<file path="config.mk">
export PLATFORM = sky130hd
export DESIGN_NAME = auth_req_ctrl
export DESIGN_NICKNAME = d
export VERILOG_FILES = /design/src/rtl/auth_pkg.sv /design/src/rtl/auth_timer.sv /design/src/rtl/auth_req_ctrl.sv
export SDC_FILE = /design/constraint.sdc
export NUM_CORES = 1
export LEC_CHECK = 0
export ABC_AREA = 1
export CAP_MARGIN = 30
export CORE_AREA = 2 2 110 112
export CTS_BUF_LIST = sky130_fd_sc_hd__clkbuf_8
export DETAILED_ROUTE_END_ITERATION = 10
export DIE_AREA = 0 0 112 114
export PLACE_DENSITY_LB_ADDON = 0.3
export SLEW_MARGIN = 20
export SYNTH_ARGS = -nofsm -noshare
export SYNTH_HDL_FRONTEND = slang
export SYNTH_SLANG_ARGS = --single-unit
</file>
<file path="constraint.sdc">
create_clock -name clk -period 2.4 [get_ports clk]
set_input_delay 0.48 -clock clk [delete_from_list [all_inputs] [get_ports clk]]
set_output_delay 0.48 -clock clk [all_outputs]
set_load 0.1 [all_outputs]
</file>
<file path="src/rtl/auth_pkg.sv">
// Shared types and defaults for the auth request controller.
// Holds the FSM state encoding and the default CNT_W / MAX_RETRY values.
package auth_pkg;

    localparam int AUTH_CNT_W     = 32;
    localparam int AUTH_MAX_RETRY = 3;

    typedef enum logic [1:0] {
        IDLE     = 2'd0,
        SEND     = 2'd1,
        WAIT_TX  = 2'd2,
        WAIT_RSP = 2'd3
    } auth_state_e;

endpackage

</file>
<file path="src/rtl/auth_timer.sv">
// Response-wait timer: synchronous clear, count enable, saturation at
// all-ones, and an expire flag raised on the last allowed wait cycle.
// Ports: clk, rst_n (async active-low), clr, en, limit[CNT_W], expired.
module auth_timer
    import auth_pkg::*;
#(
    parameter int CNT_W = AUTH_CNT_W
) (
    input  logic             clk,
    input  logic             rst_n,
    input  logic             clr,
    input  logic             en,
    input  logic [CNT_W-1:0] limit,
    output logic             expired
);

    localparam logic [CNT_W-1:0] ONE = CNT_W'(1);

    logic [CNT_W-1:0] cnt_q;
    logic [CNT_W-1:0] cnt_d;

    always_comb begin
        cnt_d = cnt_q;
        if (clr) begin
            cnt_d = '0;
        end else if (en && (cnt_q != '1)) begin
            cnt_d = cnt_q + ONE;
        end
    end

    always_ff @(posedge clk or negedge rst_n) begin
        if (!rst_n) begin
            cnt_q <= '0;
        end else begin
            cnt_q <= cnt_d;
        end
    end

    // limit is never zero, so limit-1 cannot underflow; hitting it
    // means exactly `limit` cycles have been spent waiting.
    assign expired = en && (cnt_q == (limit - ONE));

endmodule

</file>
<file path="src/rtl/auth_req_ctrl.sv">
// Auth request controller: sends the auth message, waits for a response
// with timeout and bounded resends, and reports done / Error_Busy pulses.
// Ports: clk, reset (async active-low), req_valid/req_ready, timeout_cfg,
// tx_start, tx_done, auth_msg_ready, done, Error_Busy, busy, retry_cnt.
// Optional: define AUTH_REQ_CTRL_ABORT_EN to add the abort input.
module auth_req_ctrl
    import auth_pkg::*;
#(
    parameter int CNT_W     = AUTH_CNT_W,
    parameter int MAX_RETRY = AUTH_MAX_RETRY
) (
    input  logic             clk,
    input  logic             reset,
    input  logic             req_valid,
    output logic             req_ready,
    input  logic [CNT_W-1:0] timeout_cfg,
    output logic             tx_start,
    input  logic             tx_done,
    input  logic             auth_msg_ready,
`ifdef AUTH_REQ_CTRL_ABORT_EN
    input  logic             abort,
`endif
    output logic             done,
    output logic             Error_Busy,
    output logic             busy,
    output logic [1:0]       retry_cnt
);

    // Internal resend counter is wide enough for MAX_RETRY; the
    // reported value saturates at 3.
    localparam int RW = (MAX_RETRY < 3) ? 2 : $clog2(MAX_RETRY + 1);
    localparam logic [RW-1:0]    RMAX = RW'(MAX_RETRY);
    localparam logic [RW-1:0]    RONE = RW'(1);
    localparam logic [RW-1:0]    RSAT = RW'(3);
    localparam logic [CNT_W-1:0] TONE = CNT_W'(1);

    auth_state_e      state_q, state_d;
    logic [CNT_W-1:0] tmo_q, tmo_d;
    logic [RW-1:0]    retry_q, retry_d;
    logic             done_q, done_d;
    logic             err_q, err_d;
    logic             expired;
    logic             abort_i;

`ifdef AUTH_REQ_CTRL_ABORT_EN
    assign abort_i = abort;
`else
    assign abort_i = 1'b0;
`endif

    // Timer runs only in WAIT_RSP and restarts from zero on every entry.
    auth_timer #(
        .CNT_W (CNT_W)
    ) u_timer (
        .clk     (clk),
        .rst_n   (reset),
        .clr     (state_q != WAIT_RSP),
        .en      (state_q == WAIT_RSP),
        .limit   (tmo_q),
        .expired (expired)
    );

    always_comb begin
        state_d = state_q;
        tmo_d   = tmo_q;
        retry_d = retry_q;
        done_d  = 1'b0;
        err_d   = 1'b0;
        if (abort_i && (state_q != IDLE)) begin
            state_d = IDLE;
            err_d   = 1'b1;
        end else begin
            unique case (state_q)
                IDLE: begin
                    if (req_valid) begin
                        tmo_d   = (timeout_cfg == '0) ? TONE : timeout_cfg;
                        retry_d = '0;
                        state_d = SEND;
                    end
                end
                SEND: begin
                    state_d = WAIT_TX;
                end
                WAIT_TX: begin
                    if (tx_done) begin
                        state_d = WAIT_RSP;
                    end
                end
                WAIT_RSP: begin
                    // A response in the expiring cycle still counts.
                    if (auth_msg_ready) begin
                        state_d = IDLE;
                        done_d  = 1'b1;
                    end else if (expired) begin
                        if (retry_q < RMAX) begin
                            retry_d = retry_q + RONE;
                            state_d = SEND;
                        end else begin
                            state_d = IDLE;
                            err_d   = 1'b1;
                        end
                    end
                end
                default: begin
                    state_d = IDLE;
                end
            endcase
        end
    end

    always_ff @(posedge clk or negedge reset) begin
        if (!reset) begin
            state_q <= IDLE;
            tmo_q   <= TONE;
            retry_q <= '0;
            done_q  <= 1'b0;
            err_q   <= 1'b0;
        end else begin
            state_q <= state_d;
            tmo_q   <= tmo_d;
            retry_q <= retry_d;
            done_q  <= done_d;
            err_q   <= err_d;
        end
    end

    assign req_ready  = (state_q == IDLE);
    assign busy       = (state_q != IDLE);
    assign tx_start   = (state_q == SEND);
    assign done       = done_q;
    assign Error_Busy = err_q;
    assign retry_cnt  = (retry_q > RSAT) ? 2'd3 : retry_q[1:0];

endmodule
</file>
==> results.py <==
metrics = {
    "clock_network": {
        "htreeDepth": 3,
        "insertion_delay_ns": 0.37,
        "cts.clk_slew.worst_paths_ns": 0.08,
        "root_buffer": "clkbuf_8",
        "cts_buffers": 9,
        "cts_tree": "yes",
        "clock_sinks": 70,
        "cts.path.max_buffers": 2,
        "cts_hold_buf": 0,
    },
    "place": {
        "place.gp.congestion": 0.980,
        "place_area_um2": 5810,
        "io_buffers": 43,
        "dp_hpwl_um": 11100,
        "detailedPlace.worstSlack_ns": 0.0304,
    },
    "synth": {
        "synthFlopType": "dfrtp_1",
        "ys_seq_area_share_pct": 34.1,
        "synthTopCellsByArea": "dfrtp_1 (34%), nand2_1 (16%), nor2_1 (6.8%), inv_1 (6.7%), o21ai_0 (5.3%)",
        "synth_nets": 818,
        "synthesis.area_um2": 5140,
        "ys_ff_latch": 70,
        "yosysTopAreaCell": "dfrtp_1",
        "synthCells": 774,
        "synth_top_area_share_pct": 33.6,
        "synthDistinctLibCells": 43,
        "ys_warn_count": 0,
        "synth_area_per_cell_um2": 6.65,
        "synth_enable_flop_cells": 0,
        "synthArstFlopShare_pct": 100,
    },
    "global_route": {
        "grt_pass1_vias": 4826,
        "grt_usage_pct": 23.4,
        "grt_max_degree": 71,
        "grt_overflow": 0,
        "grt_antenna_before_repair": 0,
        "grt_pass1_wl_um": 23700,
    },
    "outcome": {
        "status": "completed",
    },
    "drt": {
        "route.detailed.drc": 0,
        "wl_per_cell_um": 14.5,
        "num_vias": 5145,
        "ant_nets": 0,
        "via_per_inst": 5.24,
        "drt_wl_total_um": 14200,
        "dr.pass1.iters": 5,
        "drtIter0Drc": 364,
    },
    "setup_path": {
        "critPathCaptureType": "flop",
        "critical_path_class": "reg2reg",
        "cp-start-kind": "flop",
        "r2r_cells": 12,
        "required_ns": 2.69,
        "arrival_ns": 2.55,
        "cp_max_fo": 4,
    },
    "floorplan": {
        "core-area_um2": 11700,
        "die_h_um": 114,
        "rows": 40,
        "initial_core_util_pct": 43.9,
        "dieArea_um2": 12800,
        "io_pins": 44,
        "die_w_um": 112,
    },
    "power_and_ir_drop": {
        "cellPowerDensity_nw_per_um2": 1010,
        "finalPower_w": 0.00626,
        "ir_drop_v": 0.000462,
        "leakage_nw": 2.81,
    },
    "sta": {
        "worst_slack_ns": 0.142,
        "period_share_pct": 94.1,
        "worstMarginPinSlew_ns": 0.493,
        "maxSlewHeadroom_pct": 66.9,
        "period_minus_slack_ns": 2.26,
        "final_max_slew_viol_count": 0,
        "whs_ns": 0.116,
        "hold_viol": 0,
        "tns_ns": 0,
        "setup_viol": 0,
        "finalClockSkew_ns": 0.0117,
        "max_freq_mhz": 443,
    },
    "finish": {
        "layout_commonest_cell": "nand2_1",
        "n_antenna_cell": 0,
        "drive_gt1_share_pct": 12.0,
        "area_delta_synth_final_pct": 20.0,
        "layout_common_cells": "nand2_1 (217), inv_1 (92), nor2_1 (86)",
        "fin_area_um2": 6170,
        "nets": 874,
    },
    "worst_hold_path": {
        "hold_path.class": "in2async",
    },
    "run": {
        "cap_violations": 0,
    },
}
## state kept, by name, summed over array words and instances, names as in the netlist
name,count
done,1
tmo_q,32
retry_q,2
u_timer.cnt_q,32
state_q,2
Error_Busy,1
## kinds of logic (layout without fill, tap and decap cells)
kind of cell,Yosys count,after routing,synth area share (%)
buffers and inverters,116,177,8.61
AO/OA/AOI/OAI,104,104,11.2
flip-flops,70,70,34.1
AND/OR/NAND/NOR,437,437,37.6
XOR/XNOR,40,40,6.81
adder cells (fa/ha/maj),7,7,1.70
## final timing paths
check                               endpoint      start  slack [ns]
max                               Error_Busy   tmo_q[0]        0.14
min reg2reg                        tmo_q[31]  tmo_q[31]        0.51
min in group clk                   tmo_q[31]  tmo_q[31]        0.51
min                        u_timer.cnt_q[14]      reset        0.12
max in group asynchronous           tmo_q[0]      reset        1.91
max reg2reg                       Error_Busy   tmo_q[0]        0.14
## repair_timing
| action | in CTS | in global routing |
|---|---|---|
| setup endpoints to repair | 0 | 12 |
| buffers inserted | 0 | 4 |
| gates resized for setup | 0 | 28 |
## synthesized netlist by cell type (all sizes together), types with 4 or more instances
master,n
nor3,22
xor2,25
o21bai,7
nor4,9
dfrtp,69
nor2,107
nand4,22
clkbuf,10
nand3,36
nand3b,4
xnor2,15
a21oi,24
o21ai,61
inv,101
nand2,226
ha,7
## critical path: stages, from the launching register on
cell	delay, ns
dfstp_2	0.56
inv_2	0.06
ha_2	0.32
or2_2	0.10
nand4_1	0.09
a21oi_1	0.13
nor3b_2	0.21
nand2_1	0.09
nor3_1	0.13
nand2_1	0.07
nor2_1	0.16
nand3_1	0.15
nor2_1	0.11
## power breakdown
group | internal [W] | switching [W]
Combinational | 0.00114 | 0.00209
Clock | 0.000612 | 0.000487
Sequential | 0.00149 | 0.000433
Total | 0.00324 | 0.00301
## per-layer routing
metal	track usage [%]	up-vias	wire, um
met3	3.93	31	736
met2	36.8	143	6390
met4	9.35	0	450
met1	32.3	2364	6660
met5	0	-	0
li1	-	2607	-
## stage by stage
step                utilization, %  instances
floorplan                        -        774
global placement              49.6        962
detailed placement            49.6        962
CTS                           51.5        978
global route                  52.7        982
finish                        52.7        982
## cell type report
class | instances | area (um2)
fill | 1194 | 5540
multi-input combinational | 588 | 3050
sequential | 70 | 1760
timing repair buffer | 57 | 563
inverter | 104 | 394
tap | 147 | 184
clock buffer | 10 | 138
clock inverter | 6 | 86.3
(Power assumes the default switching activity.)
